<file path="config.mk">
export PLATFORM = sky130hd
export DESIGN_NAME = iob_plic_claim_master_flat
export DESIGN_NICKNAME = d
export VERILOG_FILES = /design/src/rtl/iob_plic_claim_master_if.sv /design/src/rtl/iob_plic_claim_master.sv /design/src/flat_wrapper.sv
export SDC_FILE = /design/constraint.sdc
export NUM_CORES = 1
export LEC_CHECK = 0
export ABC_AREA = 1
export BUFFER_PORTS_ARGS = -buffer_cell sky130_fd_sc_hd__clkbuf_2
export CAP_MARGIN = 20
export CORE_MARGIN = 2
export CORE_UTILIZATION = 48
export DETAILED_ROUTE_END_ITERATION = 12
export PLACE_DENSITY = 0.91
export SKIP_CTS_REPAIR_TIMING = 1
export SYNTH_ARGS = -nofsm -noshare
export SYNTH_HDL_FRONTEND = slang
export SYNTH_SLANG_ARGS = --single-unit
</file>
<file path="constraint.sdc">
create_clock -name clk_i -period 4.35 [get_ports clk_i]
set_clock_uncertainty 0.2 [all_clocks]
set_input_delay 0.435 -clock clk_i [delete_from_list [all_inputs] [get_ports clk_i]]
set_output_delay 0.435 -clock clk_i [all_outputs]
set_load 0.05 [all_outputs]
</file>
<file path="src/rtl/iob_plic_claim_master_if.sv">
// IOb request/response bundle between the claim master (initiator) and the
// PLIC target port (responder).
//
// Handshake: a request transfers on a rising clk edge where avalid and ready
// are both high; the initiator holds avalid, addr, wdata and wstrb stable
// until then. rvalid is a single-cycle read-data strobe with no back-pressure,
// and it arrives no earlier than the cycle after the read was accepted.
interface iob_plic_claim_master_if #(
  parameter int ADDR_W = 16,
  parameter int DATA_W = 32
);
  logic                  avalid;
  logic [ADDR_W-1:0]     addr;
  logic [DATA_W-1:0]     wdata;
  logic [DATA_W/8-1:0]   wstrb;
  logic                  ready;
  logic                  rvalid;
  logic [DATA_W-1:0]     rdata;

  modport master (
    output avalid, addr, wdata, wstrb,
    input  ready, rvalid, rdata
  );

  modport slave (
    input  avalid, addr, wdata, wstrb,
    output ready, rvalid, rdata
  );
endinterface

</file>
<file path="src/rtl/iob_plic_claim_master.sv">
// PLIC claim/complete initiator for one target.
// On an interrupt it reads the claim register once, hands the ID to a hardware
// handler, waits for the handler to finish and writes the ID back to complete.
// Optional feature: define IOB_PLIC_CLAIM_MASTER_TIMEOUT_EN to abandon a claim
// read whose data never arrives (err_o pulses, FSM returns to IDLE).
module iob_plic_claim_master #(
  parameter int                ADDR_W     = 16,
  parameter int                DATA_W     = 32,
  parameter int                ID_W       = 8,
  parameter logic [ADDR_W-1:0] CLAIM_ADDR = 'h0100,
  parameter int                GUARD      = 2,
  parameter int                TIMEOUT    = 64
) (
  input  logic                 clk_i,
  input  logic                 arst_i,
  input  logic                 en_i,
  input  logic                 irq_i,
  iob_plic_claim_master_if.master iob,
  output logic                 irq_valid_o,
  output logic [ID_W-1:0]      irq_id_o,
  input  logic                 irq_ready_i,
  input  logic                 irq_done_i,
  output logic                 spurious_o,
  output logic                 err_o,
  output logic [15:0]          claim_cnt_o,
  output logic [2:0]           state_o
);

  typedef enum logic [2:0] {
    IDLE     = 3'd0,
    RD_REQ   = 3'd1,
    RD_WAIT  = 3'd2,
    DISPATCH = 3'd3,
    SERVICE  = 3'd4,
    WR_REQ   = 3'd5
  } state_t;

  state_t          state_q, state_d;
  logic [3:0]      guard_q, guard_d;
  logic [ID_W-1:0] id_q, id_d;
  logic [15:0]     cnt_q, cnt_d;
  logic            spurious_q, spurious_d;
  logic            req_avalid;
  logic            req_write;
  logic [ID_W-1:0] rd_id;

  // Only the low ID_W bits of the claim register carry the interrupt ID.
  assign rd_id = iob.rdata[ID_W-1:0];

  logic unused_rdata;
  assign unused_rdata = ^iob.rdata;

`ifdef IOB_PLIC_CLAIM_MASTER_TIMEOUT_EN
  localparam int TMO_W = $clog2(TIMEOUT + 1);
  logic [TMO_W-1:0] tmo_q, tmo_d;
  logic             err_q, err_d;
`else
  localparam int unused_timeout = TIMEOUT;
`endif

  // Next-state, datapath updates and request outputs, all decoded from state_q.
  always_comb begin
    state_d    = state_q;
    guard_d    = (guard_q != 4'd0) ? guard_q - 4'd1 : guard_q;
    id_d       = id_q;
    cnt_d      = cnt_q;
    spurious_d = 1'b0;
    req_avalid = 1'b0;
    req_write  = 1'b0;
`ifdef IOB_PLIC_CLAIM_MASTER_TIMEOUT_EN
    tmo_d      = tmo_q;
    err_d      = 1'b0;
`endif
    case (state_q)
      IDLE: begin
        if (en_i && irq_i && (guard_q == 4'd0)) begin
          state_d = RD_REQ;
        end
      end
      RD_REQ: begin
        req_avalid = 1'b1;
        if (iob.ready) begin
          state_d = RD_WAIT;
`ifdef IOB_PLIC_CLAIM_MASTER_TIMEOUT_EN
          tmo_d   = '0;
`endif
        end
      end
      RD_WAIT: begin
        if (iob.rvalid) begin
          if (rd_id == '0) begin
            // Claim returned nothing: another target took it first.
            spurious_d = 1'b1;
            state_d    = IDLE;
            guard_d    = 4'(GUARD);
          end else begin
            id_d    = rd_id;
            cnt_d   = cnt_q + 16'd1;
            state_d = DISPATCH;
          end
        end
`ifdef IOB_PLIC_CLAIM_MASTER_TIMEOUT_EN
        else if (tmo_q == TMO_W'(TIMEOUT - 1)) begin
          err_d   = 1'b1;
          state_d = IDLE;
          guard_d = 4'(GUARD);
        end else begin
          tmo_d = tmo_q + 1'b1;
        end
`endif
      end
      DISPATCH: begin
        if (irq_ready_i) begin
          // A done pulse coincident with acceptance skips SERVICE entirely.
          state_d = irq_done_i ? WR_REQ : SERVICE;
        end
      end
      SERVICE: begin
        if (irq_done_i) begin
          state_d = WR_REQ;
        end
      end
      WR_REQ: begin
        req_avalid = 1'b1;
        req_write  = 1'b1;
        if (iob.ready) begin
          state_d = IDLE;
          guard_d = 4'(GUARD);
        end
      end
      default: begin
        state_d = IDLE;
      end
    endcase
  end

  // State and datapath registers; asynchronous reset clears everything.
  always_ff @(posedge clk_i or posedge arst_i) begin
    if (arst_i) begin
      state_q    <= IDLE;
      guard_q    <= 4'd0;
      id_q       <= '0;
      cnt_q      <= 16'd0;
      spurious_q <= 1'b0;
    end else begin
      state_q    <= state_d;
      guard_q    <= guard_d;
      id_q       <= id_d;
      cnt_q      <= cnt_d;
      spurious_q <= spurious_d;
    end
  end

`ifdef IOB_PLIC_CLAIM_MASTER_TIMEOUT_EN
  // Read-timeout counter and its error pulse.
  always_ff @(posedge clk_i or posedge arst_i) begin
    if (arst_i) begin
      tmo_q <= '0;
      err_q <= 1'b0;
    end else begin
      tmo_q <= tmo_d;
      err_q <= err_d;
    end
  end
  assign err_o = err_q;
`else
  assign err_o = 1'b0;
`endif

  // Address and data are gated by avalid so every output is 0 while idle.
  assign iob.avalid  = req_avalid;
  assign iob.addr    = req_avalid ? CLAIM_ADDR : '0;
  assign iob.wstrb   = req_write ? {(DATA_W/8){1'b1}} : '0;
  assign iob.wdata   = req_write ? DATA_W'(id_q) : '0;

  assign irq_valid_o = (state_q == DISPATCH);
  assign irq_id_o    = id_q;
  assign spurious_o  = spurious_q;
  assign claim_cnt_o = cnt_q;
  assign state_o     = state_q;

endmodule

</file>
<file path="src/flat_wrapper.sv">
// flat-port wrapper written by rule: the top's interface ports become plain ports
module iob_plic_claim_master_flat 
#(
  parameter int                ADDR_W     = 16,
  parameter int                DATA_W     = 32,
  parameter int                ID_W       = 8,
  parameter logic [ADDR_W-1:0] CLAIM_ADDR = 'h0100,
  parameter int                GUARD      = 2,
  parameter int                TIMEOUT    = 64
)
  (clk_i, arst_i, en_i, irq_i, irq_valid_o, irq_id_o, irq_ready_i, irq_done_i, spurious_o, err_o, claim_cnt_o, state_o, iob_avalid, iob_addr, iob_wdata, iob_wstrb, iob_ready, iob_rvalid, iob_rdata);
  iob_plic_claim_master_if #(.ADDR_W(ADDR_W), .DATA_W(DATA_W)) iob_i ();
  input  logic clk_i;
  input  logic arst_i;
  input  logic en_i;
  input  logic irq_i;
  output logic irq_valid_o;
  output logic [ID_W-1:0] irq_id_o;
  input  logic irq_ready_i;
  input  logic irq_done_i;
  output logic spurious_o;
  output logic err_o;
  output logic [15:0] claim_cnt_o;
  output logic [2:0] state_o;
  output wire logic [$bits(iob_i.avalid)-1:0] iob_avalid;
  output wire logic [$bits(iob_i.addr)-1:0] iob_addr;
  output wire logic [$bits(iob_i.wdata)-1:0] iob_wdata;
  output wire logic [$bits(iob_i.wstrb)-1:0] iob_wstrb;
  input wire logic [$bits(iob_i.ready)-1:0] iob_ready;
  input wire logic [$bits(iob_i.rvalid)-1:0] iob_rvalid;
  input wire logic [$bits(iob_i.rdata)-1:0] iob_rdata;
  assign iob_avalid = iob_i.avalid;
  assign iob_addr = iob_i.addr;
  assign iob_wdata = iob_i.wdata;
  assign iob_wstrb = iob_i.wstrb;
  assign iob_i.ready = iob_ready;
  assign iob_i.rvalid = iob_rvalid;
  assign iob_i.rdata = iob_rdata;
  iob_plic_claim_master #(.ADDR_W(ADDR_W), .DATA_W(DATA_W), .ID_W(ID_W), .CLAIM_ADDR(CLAIM_ADDR), .GUARD(GUARD), .TIMEOUT(TIMEOUT)) u_core (.clk_i(clk_i), .arst_i(arst_i), .en_i(en_i), .irq_i(irq_i), .iob(iob_i), .irq_valid_o(irq_valid_o), .irq_id_o(irq_id_o), .irq_ready_i(irq_ready_i), .irq_done_i(irq_done_i), .spurious_o(spurious_o), .err_o(err_o), .claim_cnt_o(claim_cnt_o), .state_o(state_o));
endmodule
</file>
# ---- Word level (Yosys, flattened, before mapping)
# Index checks and enable logic that the tools add are counted.
dict set report totals {
  inputBits 40
  regBits 32
  out_inout_bits 83
}
dict set report op_classes {
  n_reduce_logical 9
  mux 22
  n_eq_ne 11
  n_addsub 2
  bitwise_logic 1
}
# cell count
set ops {}
lappend ops {{$mux W4} 5}
lappend ops {{$mux W3} 6}
lappend ops {{$pmux W3 S6} 1}
lappend ops {{$add A16 B1 Y16 const B} 1}
lappend ops {{$mux W9} 1}
lappend ops {{$logic_not A8 Y1} 1}
lappend ops {{$mux W8} 1}
lappend ops {{$ne A2 B2 Y1 const B} 4}
lappend ops {{$pmux W4 S2} 1}
lappend ops {{$eq A3 B2 Y1 const B} 2}
lappend ops {{$eq A3 B3 Y1 const B} 2}
lappend ops {{$mux W1} 6}
lappend ops {{$reduce_and A6 Y1} 1}
lappend ops {{$logic_not A4 Y1} 1}
lappend ops {{$ne A2 B1 Y1 const B} 2}
lappend ops {{$reduce_bool A4 Y1} 1}
lappend ops {{$sub A4 B1 Y4 const B} 1}
lappend ops {{$eq A3 B1 Y1 const B} 1}
lappend ops {{$logic_not A3 Y1} 1}
lappend ops {{$reduce_and A3 Y1} 1}
lappend ops {{$logic_and A1 B1 Y1} 2}
lappend ops {{$mux W2} 1}
lappend ops {{$reduce_or A2 Y1} 1}
lappend ops {{$not A1 Y1} 1}

# ---- Logic depth before layout (Yosys ltp)
# Gate-level depths: netlist of the first run.
dict set report logic_depth {
  depth_word 5
  depth_mapped 8
  ltp_nobuf 8
}

# ---- Worst setup path after synthesis of the first run
# OpenSTA, ideal clock, no wires.
dict set report synth_timing {
  path_type {reg2out}
  from {register u_core.state_q[0] (netlist: u_core.state_o[0])}
  to {output port iob_wdata[0]}
  stages_incl_launch_ff 5
  t_required_ps 3715
  setup_slack_ps 1445
  n_path_buf 0
  arrival_ps 2270
  path_cell_list {dfrtp_1 inv_1 nor2_2 nand2_2 nor2_1}
}
dict set report synth_via {
  elab_chain_len 3
}
# element line
set synth_rtl {}
lappend synth_rtl {{start: declaration} iob_plic_claim_master.sv:38} ;# state_t state_q, state_d;
lappend synth_rtl {{start signal: assignment} iob_plic_claim_master.sv:146} ;# state_q <= state_d;
lappend synth_rtl {{$eq A3 B3 Y1} iob_plic_claim_master.sv:74} ;# case (state_q)
lappend synth_rtl {{$mux W1} iob_plic_claim_master.sv:74}
lappend synth_rtl {{$mux W8} iob_plic_claim_master.sv:174} ;# assign iob.wdata = req_write ? DATA_W'(id_q) : '0;
lappend synth_rtl {{end: declaration} flat_wrapper.sv:27} ;# output wire logic [$bits(iob_i.wdata)-1:0] iob_wdata;
# Every way passes these cells.

# ---- Worst setup path in the final report of the first run
dict set report layout_timing {
  from {register u_core.state_q[0] (netlist: u_core.state_o[0])}
  to {output port iob_wdata[1]}
}
# Same word-level chain as after synthesis.

==> flow_metrics.tcl, run 1 <==
set metrics [dict create \
    multi_input_area_um2 988.4 \
    synth_cells 304 \
    pre_cts_ws_ns 2.199 \
    routed_via_density 4.547 \
    setup_viol 0 \
    fin_tns_setup_ns 0 \
    initialDrtViolationCount 124 \
    dieArea_um2 5057 \
    core_area_um2 4354 \
    drive_gt1_frac 0.2105 \
    dp.final_hpwl_um 3238 \
    worstPathArrival_ns 1.62 \
    startpoint_type "register" \
    fp.dieW_um 71.12 \
    start_util 0.4966 \
    final_area_um2 2392 \
    htree_levels 2 \
    cts_tree "done" \
    layout_common_cells "88 x nand2_1, 58 x clkbuf_2, 40 x conb_1" \
    ys_types 26 \
    ys_seq_area_frac 0.3704 \
    slew_violations 0 \
    period_share 0.5174 \
    ys_warn_count 0 \
    grt_pass1_wl_um 6865 \
    path_max_fanout 9 \
    ir_drop_uv 526.3 \
    boundaryPins 123 \
    timing.hold.ws_ns 0.01475 \
    finalHoldViolCount 0 \
    nFillCells 414 \
    timing.slew.headroom 0.4725 \
    post-route-util 0.5494 \
    synth_top_area_frac 0.3704 \
    status "completed" \
    placement.io_buffers 58 \
    grt_max_degree 41 \
    grt_pass1_vias 1632 \
    antenna_found_initial 0 \
    ff2ff_path_depth 6 \
    clockBufferDepth 2 \
    synth.avg_cell_area_um2 7.112 \
    powerDensity_nw_per_um2 650.5 \
    cts_buffers 5 \
    ys_top_cells_by_area "dfrtp_1 37%, buf_4 16%, nand2_1 15%" \
    dpl_cell_area_um2 2302 \
    clock-sinks 32 \
    ys_ff_latch 32 \
    fin_ws_ns 2.099 \
    fp.dieH_um 71.12 \
    fin_crit_ns 2.251 \
    critPathRequiredTime_ns 3.71 \
    tightest_slew_ns 0.7894 \
    clk_pin_slew_ns 0.06 \
    drt-pass1-iter-count 4 \
    drc 0 \
    root_buffer "clkbuf_8" \
    fmax_ghz 0.4443 \
    row_count 24 \
    gp_congestion 0.8370 \
    ant_nets 0 \
    yosys.area.top_type "dfrtp_1" \
    grt_use_total 0.1690 \
    avgRoutedWirePerCell_um 10.11 \
    n_antenna_cell 0 \
    end_kind "primary output" \
    hold_class "primary input to async pin" \
    path_class "register to primary output" \
    overflow 0 \
    final_common_cell "nand2_1" \
    insertion_delay_ns 0.27 \
    num_vias 1878 \
    synth_area_um2 2162 \
    rsz0062_at_grt "false" \
    area_growth_pct 10.65 \
    ff_latch_area_um2 800.8 \
    p_leak_uw 0.001377 \
    wl_um 4174 \
    layout.nets 402 \
    maxCapViolCount 0 \
]
-- path summary, 6_finish.rpt --
check | to | slack [ns] | start
max in group asynchronous | u_core.claim_cnt_o[0] | 3.64 | arst_i
min in group clk_i | u_core.irq_id_o[2] | 0.19 | iob_rdata[2]
worst min register to register | u_core.claim_cnt_o[15] | 0.31 | u_core.claim_cnt_o[15]
worst max register to register | u_core.claim_cnt_o[2] | 2.20 | u_core.state_o[2]
worst max-delay path | iob_wdata[1] | 2.10 | u_core.state_o[0]
worst min-delay path | u_core.claim_cnt_o[15] | 0.01 | arst_i
-- cells by family (layout without fill, tap and decap cells) --
| logic type | after synthesis | count (layout) | share of synthesized area |
|---|---|---|---|
| simple gates | 156 | 156 | 0.3056 |
| buf+inv | 89 | 107 | 0.2402 |
| flops | 32 | 32 | 0.3704 |
| compound gates | 18 | 18 | 0.04630 |
| xor+xnor | 6 | 6 | 0.02431 |
| fa+ha+maj | 2 | 2 | 0.01157 |
| other cells | 1 | 40 | 0.001734 |
-- sequential cells by signal (all words and copies together) (netlist names) --
signal,cells
u_core.claim_cnt_o,16
u_core.guard_q,4
u_core.irq_id_o,8
u_core.spurious_o,1
u_core.state_o,3
-- synthesized netlist by cell type --
cell	instances
nand4_1	5
nor2_2	1
nand3_1	17
xnor2_1	2
conb_1	1
nand2_1	88
inv_2	3
ha_1	2
a21oi_1	2
or2_2	2
nand3_2	1
o2111ai_1	1
o21bai_1	1
buf_6	1
o21ai_2	1
xor2_1	4
dfrtp_1	32
buf_2	1
nor2_1	35
buf_4	47
o21ai_0	13
nand3b_1	2
nor3_1	2
inv_1	37
nor2_4	2
nand2_2	1
-- routing by layer --
layer	vias up	global-route usage	routed length [µm]
met5	-	0	0
met4	0	0.04403	16
met3	2	0.04986	228
met2	56	0.3105	2182
met1	863	0.1906	1747
li1	957	-	-
-- layout make-up --
type / instances / share of cell area
inverters: 40 / 0.06276
clock buffers: 8 / 0.03766
repair buffers: 59 / 0.1245
multi-input cells: 222 / 0.4132
flip-flops and latches: 32 / 0.3347
well taps: 52 / 0.02720
-- report_power, final --
part	total (µW)	internal, µW	switching [µW]
clock	231	129	102
sequential	468	389	79.2
combinational	857	189	669
-- metrics by stage --
| step | cells | power (µW) |
|---|---|---|
| final | 413 | 1556 |
| after detailed placement | 405 | 1333 |
| after global routing | 413 | 1661 |
| after CTS | 413 | 1566 |
| after global placement | 405 | 1307 |
| after floorplan | 343 | 1211 |
-- worst max-delay path, cell delays in order (launching register included) --
cell and delay (ns):
dfrtp_1 0.47, inv_1 0.08, nor2_2 0.19, nand2_2 0.18, nor2_1 0.13, clkbuf_2 0.29
Power figures use the tool's default switching activity.
==> run 2: changes to the inputs <==
- CORE_UTILIZATION: 48 -> 40
- PLACE_DENSITY: 0.91 -> 0.82
- clock period: 4.35 -> 1.95 ns (I/O delays scaled with it)
==> run 2 against run 1 <==
The flow now finishes with violations (hold timing). Worst hold slack got worse by 0.017 ns. Sequential cell count unchanged. Sequential power increased by 120%. Count of clock-buffer cells in the layout decreased by 2. First-iteration DRC count decreased by 15%. Sequential share of layout area decreased by 3.3 points. Combinational power increased by 150%. Clock power increased to 2.7 times the previous value. Critical path depth decreased by 1. Critical path type unchanged. Critical endpoint is now iob_wdata[5]. Largest cell class unchanged. Largest power group unchanged.
==> flow_metrics.tcl, run 2 (synthesis gave the netlist of run 1 again) <==
set metrics [dict create \
    grt_max_degree 33 \
    insertion_delay_ns 0.28 \
    p_leak_uw 0.001452 \
    initialDrtViolationCount 106 \
    maxCapViolCount 0 \
    crit_chain "nor2_4 > nand2_8 > nor2_4 > clkbuf_2" \
    finalHoldViolCount 1 \
    ff2ff_path_depth 7 \
    critPathBufInv 1 \
    grt_pass1_vias 1715 \
    dp.final_hpwl_um 3411 \
    grt_pass1_wl_um 7314 \
    setup_viol 0 \
    boundaryPins 123 \
    final_common_cell "nand2_1" \
    switching_share 0.5358 \
    num_vias 1938 \
    cts_buffers 5 \
    fin_ws_ns 0.05058 \
    period_share 0.9741 \
    fin_tns_setup_ns 0 \
    placement.io_buffers 58 \
    startpoint_type "register" \
    hold_end "u_core.guard_q[1]" \
    powerDensity_nw_per_um2 1417 \
    path_max_fanout 9 \
    status "finished with violations" \
    p_sw_uw 2023 \
    reg2reg_to "u_core.state_o[0]" \
    core_area_um2 5172 \
    root_buffer "clkbuf_8" \
    ir_drop_uv 570.0 \
    start_util 0.4180 \
    avgRoutedWirePerCell_um 10.27 \
    gp_congestion 0.8482 \
    drive_gt1_frac 0.2487 \
    seq_power_share 0.278 \
    p_total_uw 3775 \
    area_growth_pct 23.21 \
    clk_pin_slew_ns 0.06 \
    power.internal_uw 1752 \
    clock-sinks 32 \
    wl_um 4562 \
    cpLargestDelayFamily "simple AND/OR/NAND/NOR gates" \
    fp.dieW_um 77.52 \
    fin_crit_ns 1.899 \
    slew_violations 0 \
    largest_reg_flops 16 \
    end_kind "primary output" \
    post-route-util 0.5150 \
    critPathRequiredTime_ns 1.55 \
    n_antenna_cell 0 \
    p_comb_frac 0.558 \
    min_from "iob_ready" \
    cpPeakStageDelay_ns 0.46 \
    grt_use_total 0.1480 \
    cts_tree "done" \
    crit_top_cell "nor2_4" \
    overflow 0 \
    timing.hold.ws_ns -0.002736 \
    ant_nets 0 \
    dieArea_um2 6009 \
    clkPwrFrac 0.164 \
    fmax_ghz 0.5265 \
    layout_common_cells "88 x nand2_1, 49 x clkbuf_2, 40 x conb_1" \
    layout.nets 415 \
    drc 0 \
    antenna_found_initial 0 \
    routed_via_density 4.365 \
    whs_path_depth 3 \
    clockBufferDepth 2 \
    drt-pass1-iter-count 4 \
    path_class "register to primary output" \
    row_count 26 \
    worstPathArrival_ns 1.50 \
    reg2reg_slack_ns 0.22 \
    htree_levels 2 \
    cpMaxStageDelayCell "dfrtp_2" \
    pre_cts_ws_ns 0.1296 \
    r2r_start "u_core.guard_q[1]" \
    hold_class "primary input to register" \
    violations "hold timing" \
    fp.dieH_um 77.52 \
]
-- run 2: changes by cell type in the layout (fill, tap and decap cells not counted), sizes merged --
cell	before	now
bufinv	0	1
dlygate4sd3	0	9
clkinv	0	1
buf	1	10
clkbuf	66	59
-- run 2: layer usage --
layer  vias up  share of wire  global-route usage
li1        981              -                   -
met1       872           0.42              0.1749
met2        74           0.50              0.2626
met3        11          0.060             0.02442
met4         0          0.021             0.06607
met5         -              0                   0
-- run 2: power groups by stage --
| stage | clock, µW | sequential (µW) | combinational, µW |
|---|---|---|---|
| after detailed placement | 0 | 1060 | 2070 |
| after CTS | 635 | 1050 | 2080 |
| after floorplan | 0 | 1590 | 1220 |
| after global placement | 0 | 1050 | 2030 |
| after global routing | 662 | 1080 | 2270 |
| final | 620 | 1050 | 2100 |
-- run 2: stage by stage --
step / std cells / area [µm²]
final: 444 / 2664
after global routing: 444 / 2664
after CTS: 434 / 2556
after detailed placement: 426 / 2449
after global placement: 426 / 2449
after floorplan: 343 / 2397
-- run 2: layout make-up --
type | instances | area [µm²]
clock buffers | 6 | 72.57
clock inverters | 2 | 35.03
fillers | 505 | 2509
inverters | 40 | 150.1
multi-input cells | 222 | 1075
flip-flops and latches | 32 | 803.3
well taps | 70 | 87.58
repair buffers | 72 | 440.4
-- run 2: tightest hold or removal path, cell delays in order --
cell	delay (ns)
clkbuf_2	0.09
nand2_1	0.07
o2111ai_1	0.09
-- run 2: worst max-delay path by stage --
stage | depth (start not counted) | startpoint | endpoint | slack, ns
floorplan | 4 | u_core.state_o[0] | iob_wdata[1] | -0.003
global placement | 7 | u_core.guard_q[0] | u_core.state_o[0] | 0.18
detailed placement | 7 | u_core.guard_q[0] | u_core.state_o[0] | 0.13
CTS | 5 | u_core.state_o[0] | iob_wdata[1] | -0.005
global route | 5 | u_core.state_o[0] | iob_wdata[5] | -0.02
finish | 4 | u_core.state_o[1] | iob_wdata[5] | 0.05
==> run 3: changes to the inputs <==
- CORE_ASPECT_RATIO: default -> 0.8
- CORE_UTILIZATION: 40 -> 48
- PLACE_DENSITY: 0.82 -> 0.91
- clock period: 1.95 -> 2.4 ns (I/O delays scaled with it)
==> run 3 against run 2 <==
The flow still finishes with violations (hold timing). Sequential share of layout area grew 2.3 points. Via count shrank 2.9%. First-iteration DRC count grew 6.6%. Clock power shrank 18%. Wire length shrank 8.4%. Sequential power shrank 19%. Largest cell class unchanged.
==> flow_metrics.tcl, run 3 (synthesis gave the netlist of run 1 again) <==
set metrics [dict create \
    maxCapViolCount 0 \
    largest_reg_flops 16 \
    p_leak_uw 0.001400 \
    period_share 0.8647 \
    power.internal_uw 1368 \
    r2r_start "u_core.guard_q[0]" \
    rsz0062_at_grt "false" \
    layout.nets 405 \
    reg2reg_to "u_core.state_o[1]" \
    start_util 0.5079 \
    powerDensity_nw_per_um2 1197 \
    overflow 0 \
    p_sw_uw 1590 \
    grt.busiest_layer "met2" \
    min_from "iob_rdata[0]" \
    wl_um 4178 \
    finalHoldViolCount 2 \
    cpMaxStageDelayCell "dfrtp_1" \
    p_comb_frac 0.542 \
    grt_max_degree 33 \
    ant_nets 0 \
    area_growth_pct 14.24 \
    routed_via_density 4.468 \
    drt-pass1-iter-count 4 \
    grtUsageMet3 0.04237 \
    hold_end "u_core.irq_id_o[0]" \
    setup_viol 0 \
    violations "hold timing" \
    fin_tns_setup_ns 0 \
    n_antenna_cell 0 \
    cpPeakStageDelay_ns 0.49 \
    critPathRequiredTime_ns 1.96 \
    worstPathArrival_ns 1.64 \
    nFillCells 390 \
    fp.dieW_um 79.04 \
    grt_pass1_vias 1671 \
    hold_class "primary input to register" \
    gp_congestion 0.8790 \
    slew_violations 0 \
    cts_buffers 5 \
    cts_tree "done" \
    num_vias 1881 \
    clockBufferDepth 2 \
    ff_latch_area_um2 800.8 \
    grt_pass1_wl_um 7072 \
    avgRoutedWirePerCell_um 9.924 \
    core_area_um2 4257 \
    use_met2 0.2850 \
    dp.final_hpwl_um 3335 \
    gr-usage-met1 0.2361 \
    final_common_cell "nand2_1" \
    multi_input_area_um2 1013 \
    grt_use_total 0.1742 \
    p_total_uw 2957 \
    path_max_fanout 9 \
    boundaryPins 123 \
    end_kind "primary output" \
    clock-sinks 32 \
    fmax_ghz 0.4819 \
    seq_power_share 0.287 \
    dieArea_um2 5061 \
    ff2ff_path_depth 7 \
    drc 0 \
    fp.dieH_um 64.03 \
    timing.hold.ws_ns -0.003738 \
    root_buffer "clkbuf_8" \
    placement.io_buffers 58 \
    insertion_delay_ns 0.27 \
    reg2reg_slack_ns 0.48 \
    crit_chain "inv_1 > nor2_4 > nand2_2 > nor2_2 > clkbuf_2" \
    whs_path_depth 3 \
    drive_gt1_frac 0.2418 \
    initialDrtViolationCount 113 \
    path_class "register to primary output" \
    layout_common_cells "88 x nand2_1, 58 x clkbuf_2, 40 x conb_1" \
    row_count 21 \
    antenna_found_initial 0 \
    htree_levels 2 \
    status "finished with violations" \
    switching_share 0.5376 \
    clkPwrFrac 0.171 \
    startpoint_type "register" \
    fin_crit_ns 2.075 \
    clk_pin_slew_ns 0.07 \
    ir_drop_uv 578.9 \
]
[run 3: cell types whose count changed in the layout (fill, tap and decap cells not counted), moves of 2 or more]
cell           change
clkbuf_2           +9
dfrtp_1            +2
dlygate4sd3_1      -8
nor2_4             -9
nor2_2             +8
clkbuf_4           -4
dfrtp_2            -2
buf_2              -5
[run 3: final cells by class]
cell class | count | area share
Clock inverter | 3 | 0.01722
Inverter | 40 | 0.06079
Tap cell | 57 | 0.02888
Multi-Input combinational cell | 222 | 0.4103
Sequential cell | 32 | 0.3242
Timing Repair Buffer | 62 | 0.1307
Clock buffer | 5 | 0.02786
[run 3: metrics by stage]
stage / utilization / instances / hold slack, ns / setup WS (ns) / area [µm²]
floorplan: - / 343 / 0.1562 / 0.03590 / 2333
global placement: 0.5517 / 412 / 0.1318 / 0.6127 / 2349
detailed placement: 0.5517 / 412 / 0.1320 / 0.5158 / 2349
CTS: 0.5779 / 420 / -0.1698 / 0.3088 / 2460
global route: 0.5802 / 421 / 0.005240 / 0.2024 / 2470
finish: 0.5802 / 421 / -0.003738 / 0.3247 / 2470
[run 3: routing by layer]
| metal | share of wire | wire length (µm) |
|---|---|---|
| met1 | 0.46 | 1932 |
| met2 | 0.46 | 1914 |
| met4 | 0.0045 | 19 |
| met3 | 0.075 | 312 |
| met5 | 0 | 0 |
[run 3: worst max path at each step]
stage | startpoint | endpoint | slack [ns] | cells after the start
after floorplan | u_core.state_o[0] | iob_wdata[0] | 0.04 | 4
after CTS | u_core.state_o[0] | iob_wdata[0] | 0.31 | 5
after global routing | u_core.state_o[0] | iob_wstrb[3] | 0.20 | 5
after global placement | u_core.state_o[1] | u_core.claim_cnt_o[10] | 0.61 | 8
after detailed placement | u_core.guard_q[0] | u_core.state_o[0] | 0.52 | 7
final | u_core.state_o[0] | iob_wdata[0] | 0.32 | 5
[run 3: power by group through the flow]
stage / registers, µW / clock network (µW) / logic, µW
global route: 874 / 542 / 1740
finish: 850 / 506 / 1600
global placement: 853 / 0 / 1550
floorplan: 1280 / 0 / 938
detailed placement: 858 / 0 / 1600
CTS: 848 / 519 / 1600
[run 3: worst max-delay path: cells and delay by family, from the launching register on]
family,cells,cell delay (ns)
simple gates,3,0.47
buf+inv,2,0.39
flops,1,0.49
